`src/rtl/i2c_master_byte_ctrl.sv`:
```
// I2C byte controller: turns START/STOP/READ/WRITE byte requests into
// single-bit commands for the bit controller, shifting data MSB-first.
module i2c_master_byte_ctrl (
  input  logic       clk_i,
  input  logic       nreset_i,
  input  logic       start_i,
  input  logic       stop_i,
  input  logic       read_i,
  input  logic       write_i,
  input  logic       ack_in_i,
  input  logic [7:0] din_i,
  output logic       cmd_ack_o,
  output logic       ack_out_o,
  output logic [7:0] dout_o,
  output logic [3:0] core_cmd_o,
  output logic       core_txd_o,
  input  logic       core_ack_i,
  input  logic       core_rxd_i
);

  localparam logic [3:0] CMD_NOP   = 4'b0000;
  localparam logic [3:0] CMD_START = 4'b0001;
  localparam logic [3:0] CMD_STOP  = 4'b0010;
  localparam logic [3:0] CMD_WRITE = 4'b0100;
  localparam logic [3:0] CMD_READ  = 4'b1000;

  typedef enum logic [2:0] {
    ST_IDLE, ST_START, ST_READ, ST_WRITE, ST_ACK, ST_STOP
  } state_t;

  state_t     state_q, state_d;
  logic [7:0] sr_q, sr_d;
  logic [2:0] dcnt_q, dcnt_d;
  logic [3:0] core_cmd_q, core_cmd_d;
  logic       core_txd_q, core_txd_d;
  logic       cmd_ack_q, cmd_ack_d;
  logic       ack_out_q, ack_out_d;
  logic       load, shift, go, cnt_done;

  // A request is still asserted during the cmd_ack cycle; mask it so it is not re-run.
  assign go       = (start_i | stop_i | read_i | write_i) & ~cmd_ack_q;
  assign cnt_done = (dcnt_q == 3'd0);

  always_comb begin
    state_d    = state_q;
    core_cmd_d = core_cmd_q;
    core_txd_d = core_txd_q;
    cmd_ack_d  = 1'b0;
    ack_out_d  = ack_out_q;
    load       = 1'b0;
    shift      = 1'b0;
    unique case (state_q)
      ST_IDLE: begin
        if (go) begin
          load = 1'b1;
          if (start_i) begin
            state_d    = ST_START;
            core_cmd_d = CMD_START;
          end else if (read_i) begin
            state_d    = ST_READ;
            core_cmd_d = CMD_READ;
          end else if (write_i) begin
            state_d    = ST_WRITE;
            core_cmd_d = CMD_WRITE;
            core_txd_d = din_i[7];
          end else begin
            state_d    = ST_STOP;
            core_cmd_d = CMD_STOP;
          end
        end
      end
      ST_START: begin
        if (core_ack_i) begin
          load = 1'b1;
          if (read_i) begin
            state_d    = ST_READ;
            core_cmd_d = CMD_READ;
          end else if (write_i) begin
            state_d    = ST_WRITE;
            core_cmd_d = CMD_WRITE;
            core_txd_d = sr_q[7];
          end else begin
            state_d    = ST_IDLE;
            core_cmd_d = CMD_NOP;
            cmd_ack_d  = 1'b1;
          end
        end
      end
      ST_WRITE: begin
        if (core_ack_i) begin
          shift = 1'b1;
          if (cnt_done) begin
            state_d    = ST_ACK;
            core_cmd_d = CMD_READ;
          end else begin
            core_cmd_d = CMD_WRITE;
            core_txd_d = sr_q[6];
          end
        end
      end
      ST_READ: begin
        if (core_ack_i) begin
          shift = 1'b1;
          if (cnt_done) begin
            state_d    = ST_ACK;
            core_cmd_d = CMD_WRITE;
            core_txd_d = ack_in_i;
          end else begin
            core_cmd_d = CMD_READ;
          end
        end
      end
      ST_ACK: begin
        if (core_ack_i) begin
          ack_out_d = core_rxd_i;
          if (stop_i) begin
            state_d    = ST_STOP;
            core_cmd_d = CMD_STOP;
          end else begin
            state_d    = ST_IDLE;
            core_cmd_d = CMD_NOP;
            cmd_ack_d  = 1'b1;
          end
        end
      end
      ST_STOP: begin
        if (core_ack_i) begin
          state_d    = ST_IDLE;
          core_cmd_d = CMD_NOP;
          cmd_ack_d  = 1'b1;
        end
      end
      default: begin
        state_d    = ST_IDLE;
        core_cmd_d = CMD_NOP;
      end
    endcase
  end

  always_comb begin
    sr_d   = sr_q;
    dcnt_d = dcnt_q;
    if (load) begin
      sr_d   = din_i;
      dcnt_d = 3'd7;
    end else if (shift) begin
      sr_d   = {sr_q[6:0], core_rxd_i};
      dcnt_d = dcnt_q - 3'd1;
    end
  end

  always_ff @(posedge clk_i) begin
    if (!nreset_i) begin
      state_q    <= ST_IDLE;
      sr_q       <= 8'h00;
      dcnt_q     <= 3'd0;
      core_cmd_q <= CMD_NOP;
      core_txd_q <= 1'b0;
      cmd_ack_q  <= 1'b0;
      ack_out_q  <= 1'b0;
    end else begin
      state_q    <= state_d;
      sr_q       <= sr_d;
      dcnt_q     <= dcnt_d;
      core_cmd_q <= core_cmd_d;
      core_txd_q <= core_txd_d;
      cmd_ack_q  <= cmd_ack_d;
      ack_out_q  <= ack_out_d;
    end
  end

  assign cmd_ack_o  = cmd_ack_q;
  assign ack_out_o  = ack_out_q;
  assign dout_o     = sr_q;
  assign core_cmd_o = core_cmd_q;
  assign core_txd_o = core_txd_q;

endmodule

```
`config.mk`:
```
export PLATFORM = sky130hd
export DESIGN_NAME = i2c_master_byte_ctrl
export DESIGN_NICKNAME = d
export VERILOG_FILES = /design/src/rtl/i2c_master_byte_ctrl.sv
export SDC_FILE = /design/constraint.sdc
export NUM_CORES = 1
export LEC_CHECK = 0
export CAP_MARGIN = 10
export CORE_MARGIN = 3
export CORE_UTILIZATION = 46
export CTS_CLUSTER_SIZE = 24
export DETAILED_ROUTE_END_ITERATION = 7
export PLACE_DENSITY = 0.82
export RECOVER_POWER = 100
export SLEW_MARGIN = 20
export SYNTH_ARGS = -nofsm -noshare
export SYNTH_HDL_FRONTEND = slang
export SYNTH_SLANG_ARGS = --single-unit
```
`constraint.sdc`:
```
create_clock -name clk_i -period 2.6 [get_ports clk_i]
set_clock_uncertainty 0.1 [all_clocks]
set_input_delay 0.52 -clock clk_i [delete_from_list [all_inputs] [get_ports clk_i]]
set_output_delay 0.52 -clock clk_i [all_outputs]
set_load 0.1 [all_outputs]
```
== Yosys cells after proc, flatten, opt, wreduce, memory -nomap -nowiden ==
Index checks and enable logic that the tools add are counted.
Cells by class
  $add $sub $neg: 1
  equal/unequal tests: 20
  muxes and demuxes: 54
  bitwise operators: 5
  reductions and logical operators: 9
Operators by type and width (number)
  4-bit 2-to-1 mux: 11
  3-bit 2-to-1 mux: 14
  2-bit inequality test, second input constant: 13
  4-bit case mux with 6 select lines: 1
  1-bit 2-to-1 mux: 19
  8-bit 2-to-1 mux: 2
  3-bit case mux with 5 select lines: 1
  12-bit AND reduction: 1
  6-bit AND reduction: 2
  3-bit by 2-bit equality test with 1-bit output, second input constant: 2
  3-bit equality test, second input constant: 2
  3-bit zero test: 2
  2-bit 2-to-1 mux: 3
  2-bit by 1-bit inequality test with 1-bit output, second input constant: 2
  1-bit case mux with 4 select lines: 1
  4-bit nonzero test: 1
  3-bit by 1-bit equality test with 1-bit output, second input constant: 1
  1-bit bitwise OR: 3
  1-bit case mux with 3 select lines: 1
  3-bit by 1-bit subtractor with 3-bit output, second input constant: 1
  1-bit case mux with 2 select lines: 1
  2-bit AND reduction: 1
  2-bit nonzero test: 1
  2-bit OR reduction: 1
  2 further kinds: 2
Word-level totals
  flip-flop bits (word level): 21
  input bits: 17
  output and inout bits: 15
  word-level logic and storage cells: 96

== Logic depth before layout (Yosys ltp) ==
Gate-level depths: netlist (run 1).
  word-level depth: 7
  depth in mapped cells: 7
  mapped depth without buffers: 7

== Least setup slack after synthesis (run 1) ==
Ideal clock, no wire load.
  kind: register -> register
  from: register cmd_ack_q, in the netlist cmd_ack_o
  to: register core_cmd_q[0], in the netlist core_cmd_o[0]
  library setup time: 0.070 ns
  arrival time: 2.085 ns
  required time: 2.430 ns
  path slack: 0.345 ns
  cell stages (with the launch flop): 6
  buffers on the path: 1
  period minus slack after synthesis: 2.255 ns
  path through: dfxtp_1 or4_4 and3_1 buf_6 or4_1 a21oi_1
Between the ends
  cells in the longest elaborated chain, start to end: 4
RTL lines
  start: declaration: line 36  | logic cmd_ack_q, cmd_ack_d;
  start signal: assignment: line 167  | cmd_ack_q <= cmd_ack_d;
  1-bit inverter: line 41  | assign go = (start_i | stop_i | read_i | write_i) & ~cmd_ack_q;
  1-bit AND: line 41
  2-bit inequality test (no source line)
  6-bit AND reduction (no source line)
  end signal: assignment: line 165  | core_cmd_q <= core_cmd_d;
  end: declaration: line 34  | logic [3:0] core_cmd_q, core_cmd_d;
No other way between the ends.
A chain may end at the register's enable or synchronous reset.

== Worst setup path in the final report (run 1) ==
  from: register state_q[0]
  to: register core_cmd_q[0], in the netlist core_cmd_o[0]
Between the ends
  cells in the longest elaborated chain, start to end: 3
  elaborated cells between the ends (all ways): 14
  those cells by class: 11 x eq/ne; 1 x mux; 2 x reduce/logical
RTL lines
  start: declaration: line 31  | state_t state_q, state_d;
  start signal: assignment: line 162  | state_q <= state_d;
  3-bit by 2-bit equality test with 1-bit output, or another cell as far along: line 52  | unique case (state_q)
  2-bit inequality test (no source line)
  6-bit AND reduction (no source line)
Several ways; a longest one is shown, not always the timed one.

==> results.py, run 1 <==
metrics = {
    "clock_tree": {
        "path_clk_slew_ps": 120,
        "cts-root-buf": "clkbuf_4",
        "clk_path_buf_depth": 2,
        "cts_buffers": 3,
        "clock_latency_ps": 300,
        "post_cts_buffers": 0,
        "ctsResizeCount": 0,
        "tritoncts": "built",
        "htree_levels": 1,
        "cts_hold_buf": 0,
        "clock_sinks": 21,
    },
    "logic_synthesis": {
        "synth_top_area_share_pct": 37.3,
        "synth.distinct_cells": 35,
        "yosys-top-cells-area": "dfxtp_1 (37%), nand2_1 (7.0%), nor2_1 (5.3%)",
        "synth_commonest_cells": "dfxtp_1 (21), nand2_1 (21), nor2_1 (16), a21oi_1 (10), clkbuf_1 (9)",
        "netlist_area_sq_um": 1130,
        "ys_seq_elements": 21,
        "synth_flop_cell": "dfxtp_1",
        "yosysWarnings": 0,
        "synth_edf_count": 0,
        "synth_nets": 163,
        "syn_inst": 144,
        "syn_area_per_cell_sq_um": 7.83,
        "async_reset_ff_share_pct": 0,
        "yosysSeqAreaShare_pct": 37.3,
        "yosysTopAreaCell": "dfxtp_1",
    },
    "sta": {
        "relSlewSlack_pct": 22.0,
        "hold_viol": 0,
        "setup_viol": 0,
        "period_needed_ps": 2340,
        "tightest_slew_ps": 1180,
        "rsz0062_at_grt": "no",
        "whs_ps": 368,
        "finalMaxSlewViolations": 0,
        "finalCritPeriodShare_pct": 90.1,
        "max_clock_freq_ghz": 0.427,
        "setup-tns-final_ps": 0,
    },
    "die": {
        "core_area_sq_um": 2280,
        "row_count": 17,
        "die_area_sq_um": 3080,
        "die_w_um": 55.5,
        "ios": 32,
        "start_util_pct": 49.5,
        "die_h_um": 55.5,
    },
    "worst_setup_path": {
        "crit_arrival_ps": 2480,
        "end_kind": "flop",
        "start_kind": "flop",
        "crit_path_max_fanout": 14,
        "reg2reg_from": "state_q[0]",
        "crit_type": "flop to flop",
        "startpoint": "state_q[0]",
        "critPathRequiredTime_ps": 2740,
    },
    "global_route": {
        "grt_pass1_vias": 1194,
        "grt_start_max_net_pins": 18,
        "grt-ovfl-total": 0,
        "grt_usage_pct": 19.8,
        "antenna_found_initial": 0,
        "grt_pass1_wl_um": 5090,
    },
    "place": {
        "io_buffers": 31,
        "place.gp.congestion": 0.915,
        "hpwl_um": 2120,
        "placed_cell_area_sq_um": 1470,
        "dpl.cell_count": 203,
    },
    "min_path": {
        "hold_path.class": "flop to flop",
        "min_from": "core_cmd_o[1]",
    },
    "finish": {
        "final_area_sq_um": 1420,
        "diodes": 0,
        "fillCellCount": 222,
        "seqCellArea_sq_um": 420,
        "syn2layout_area_growth_pct": 25.9,
        "drive_above_1_share_pct": 6.15,
        "multi_input_area_sq_um": 626,
        "instances_no_fill": 207,
        "fin_nets": 199,
    },
    "drt": {
        "routed_wl_um": 2910,
        "ant_nets": 0,
        "via_per_inst": 5.64,
        "drtPass1Iterations": 4,
        "drtIter0Drc": 29,
        "vias": 1167,
        "wl_per_cell_um": 14.1,
        "route.detailed.drc": 0,
    },
    "flow_run": {
        "cap_violations": 0,
    },
    "status": {
        "outcome": "finished, final reports clean",
    },
}
-- worst max-delay path, stage by stage (launching register included) --
cell and delay, ps:
dfxtp_1 480, or2_0 370, or4_1 510, and3_1 250, or4_1 430, a21oi_1 150
-- placed cells by master, fill, tap and decap left out, drive strengths merged, types with 2 or more instances in the layout --
cell / netlist / layout
o21a: 2 / 2
a21boi: 2 / 2
nand3b: 2 / 2
a211oi: 4 / 4
nor2b: 3 / 3
dlygate4sd3: 0 / 2
clkbuf: 9 / 21
clkdlybuf4s50: 0 / 14
nand3: 2 / 2
a21oi: 10 / 10
o21ai: 7 / 7
or4: 2 / 2
xnor2: 2 / 2
and3: 3 / 3
nand2: 21 / 21
nor4: 4 / 4
ha: 2 / 2
mux2i: 4 / 4
inv: 8 / 8
a311oi: 6 / 6
buf: 1 / 7
dfxtp: 21 / 21
nor2: 16 / 16
-- stage by stage --
stage                     utilization (%)  setup slack [ps]
final                                62.3               258
after global placement               64.4               135
after detailed placement             64.4              39.4
after CTS                            65.6               358
after global routing                 62.3               152
after floorplan                         -               345
-- logic make-up after synthesis --
kind of cell / Yosys count / synth area share [%]
AO/OA/AOI/OAI: 38 / 23.2
XOR/XNOR: 3 / 2.33
adder cells (fa/ha/maj): 2 / 2.22
buffers and inverters: 18 / 6.66
flip-flops: 21 / 37.3
multiplexers: 4 / 3.55
AND/OR/NAND/NOR: 58 / 24.8
-- state kept, by name, summed over array words and instances, names as in the netlist --
signal and flops:
dout_o 8, core_cmd_o 4, dcnt_q 3, state_q 3, ack_out_o 1, cmd_ack_o 1
core_txd_o 1
-- layout make-up --
class / instances / area share, %
clock buffers: 3 / 1.59
clock inverters: 1 / 0.353
inverters: 8 / 2.12
multi-input cells: 105 / 44.1
flip-flops and latches: 21 / 29.6
well taps: 28 / 2.47
repair buffers: 41 / 19.8
-- routing by layer --
metal | vias up | share of wire [%] | track usage, %
li1 | 580 | - | -
met1 | 538 | 40 | 22.4
met2 | 45 | 51 | 36.5
met3 | 4 | 7.0 | 3.97
met4 | 0 | 1.3 | 6.60
met5 | - | 0 | 0
-- path summary, 6_finish.rpt --
path                                      end  slack, ps  cells past startpoint
worst max-delay path            core_cmd_o[0]        260                      5
worst min-delay path            core_cmd_o[1]        370                      2
worst max register to register  core_cmd_o[0]        260                      5
worst min register to register  core_cmd_o[1]        370                      2
Power of run 1 is left out: the tool's default activity adds up to more than one toggle a clock period on the data nets, which glitch-free logic cannot reach.
==> run 2, diff against run 1 <==
--- a/config.mk
+++ b/config.mk
@@ -5,13 +5,13 @@
 export SDC_FILE = /design/constraint.sdc
 export NUM_CORES = 1
 export LEC_CHECK = 0
-export CAP_MARGIN = 10
-export CORE_MARGIN = 3
+export CAP_MARGIN = 20
 export CORE_UTILIZATION = 46
 export CTS_CLUSTER_SIZE = 24
 export DETAILED_ROUTE_END_ITERATION = 7
 export PLACE_DENSITY = 0.82
 export RECOVER_POWER = 100
+export SKIP_CTS_REPAIR_TIMING = 1
 export SLEW_MARGIN = 20
 export SYNTH_ARGS = -nofsm -noshare
 export SYNTH_HDL_FRONTEND = slang
==> results.py, run 2 (synthesis gave the netlist of run 1 again) <==
metrics = {
    "global_route": {
        "grt_usage_pct": 21.3,
        "grt_start_max_net_pins": 19,
        "grt-ovfl-total": 0,
        "grt_pass1_vias": 1029,
        "antenna_found_initial": 0,
        "grt_pass1_wl_um": 4290,
    },
    "worst_setup_path": {
        "cp_top_family": "simple AND/OR/NAND/NOR gates",
        "crit_arrival_ps": 2450,
        "max_stage_delay_ps": 550,
        "start_kind": "input port",
        "cp_slowest_cell": "dlygate4sd3_1",
        "end_kind": "flop",
        "critPathRequiredTime_ps": 2740,
        "crit_type": "input port to flop",
        "crit_path_cell_trace": "dlygate4sd3_1, nor4_1, or4_1, and3_1, or4_1, a21oi_1",
        "worst-path-buf-inv": 1,
        "crit_path_max_fanout": 6,
        "path_common_cell": "or4_1",
    },
    "die": {
        "die_w_um": 51.5,
        "die_h_um": 51.5,
        "die_area_sq_um": 2650,
        "core_area_sq_um": 2250,
        "start_util_pct": 50.0,
        "ios": 32,
        "row_count": 17,
    },
    "clock_tree": {
        "cts_buffers": 3,
        "htree_levels": 1,
        "clock_latency_ps": 300,
        "clk_path_buf_depth": 2,
        "cts-root-buf": "clkbuf_4",
        "tritoncts": "built",
        "clock_sinks": 21,
        "path_clk_slew_ps": 120,
    },
    "drt": {
        "routed_wl_um": 2600,
        "ant_nets": 0,
        "drtIter0Drc": 27,
        "route.detailed.drc": 0,
        "drtPass1Iterations": 4,
        "wl_per_cell_um": 12.5,
        "vias": 1170,
        "via_per_inst": 5.63,
    },
    "finish": {
        "layout_common_cells": "nand2_1 (21), dfxtp_1 (21), clkbuf_1 (17), nor2_1 (16), clkdlybuf4s50_1 (14)",
        "largest_register_ffs": 8,
        "fin_nets": 200,
        "diodes": 0,
        "fillCellCount": 235,
        "drive_above_1_share_pct": 7.78,
        "syn2layout_area_growth_pct": 27.1,
    },
    "min_path": {
        "hold_path.class": "flop to flop",
    },
    "sta": {
        "hold_viol": 0,
        "max_clock_freq_ghz": 0.433,
        "finalCritPeriodShare_pct": 88.9,
        "setup-tns-final_ps": 0,
        "finalMaxSlewViolations": 0,
        "relSlewSlack_pct": 21.4,
        "tightest_slew_ps": 1180,
        "period_needed_ps": 2310,
        "rsz0062_at_grt": "no",
        "setup_viol": 0,
    },
    "flow_run": {
        "cap_violations": 0,
    },
    "place": {
        "place.gp.congestion": 0.902,
        "io_buffers": 31,
        "hpwl_um": 2000,
    },
    "status": {
        "outcome": "finished, final reports clean",
    },
}
-- run 2: cell type report --
type | instances | area (sq um) | share of cell area (%)
sequential | 21 | 420 | 29.3
clock inverter | 1 | 5.00 | 0.349
timing repair buffer | 42 | 292 | 20.3
multi-input combinational | 105 | 628 | 43.8
clock buffer | 3 | 22.5 | 1.57
inverter | 8 | 30.0 | 2.10
tap | 28 | 35.0 | 2.45
-- run 2: metal layers --
metal | wire (um) | global-route usage (%) | part of all wire, %
met5 | 0 | 0 | 0
met1 | 1100 | 24.3 | 42
met2 | 1310 | 38.5 | 50
met3 | 132 | 3.80 | 5.1
met4 | 65 | 9.01 | 2.5
-- run 2: through the flow --
| step | hold slack [ps] | instance area, sq um | cells | setup WS, ps | util [%] |
|---|---|---|---|---|---|
| 5_1_grt | 385 | 1430 | 208 | 208 | 63.5 |
| 4_1_cts | 366 | 1500 | 208 | 401 | 66.5 |
| 2_1_floorplan | 432 | 1130 | 144 | 345 | - |
| 3_5_place_dp | 349 | 1470 | 204 | 84.2 | 65.3 |
| 3_3_place_gp | 341 | 1470 | 204 | 134 | 65.3 |
| 6_report | 362 | 1430 | 208 | 289 | 63.5 |
-- run 2: final timing paths --
check	cells past startpoint	slack, ps	start	end
worst max-delay path	6	290	stop_i	core_cmd_o[0]
worst min-delay path	2	360	core_cmd_o[0]	core_cmd_o[0]
worst max register to register	4	520	state_q[2]	core_cmd_o[0]
worst min register to register	2	360	core_cmd_o[0]	core_cmd_o[0]
-- run 2: worst min-delay path, cell delays in order, from the launching register on --
cell and delay (ps):
dfxtp_1 330, nand2_1 50, a21oi_1 50
Power of run 2 is left out for the same reason.
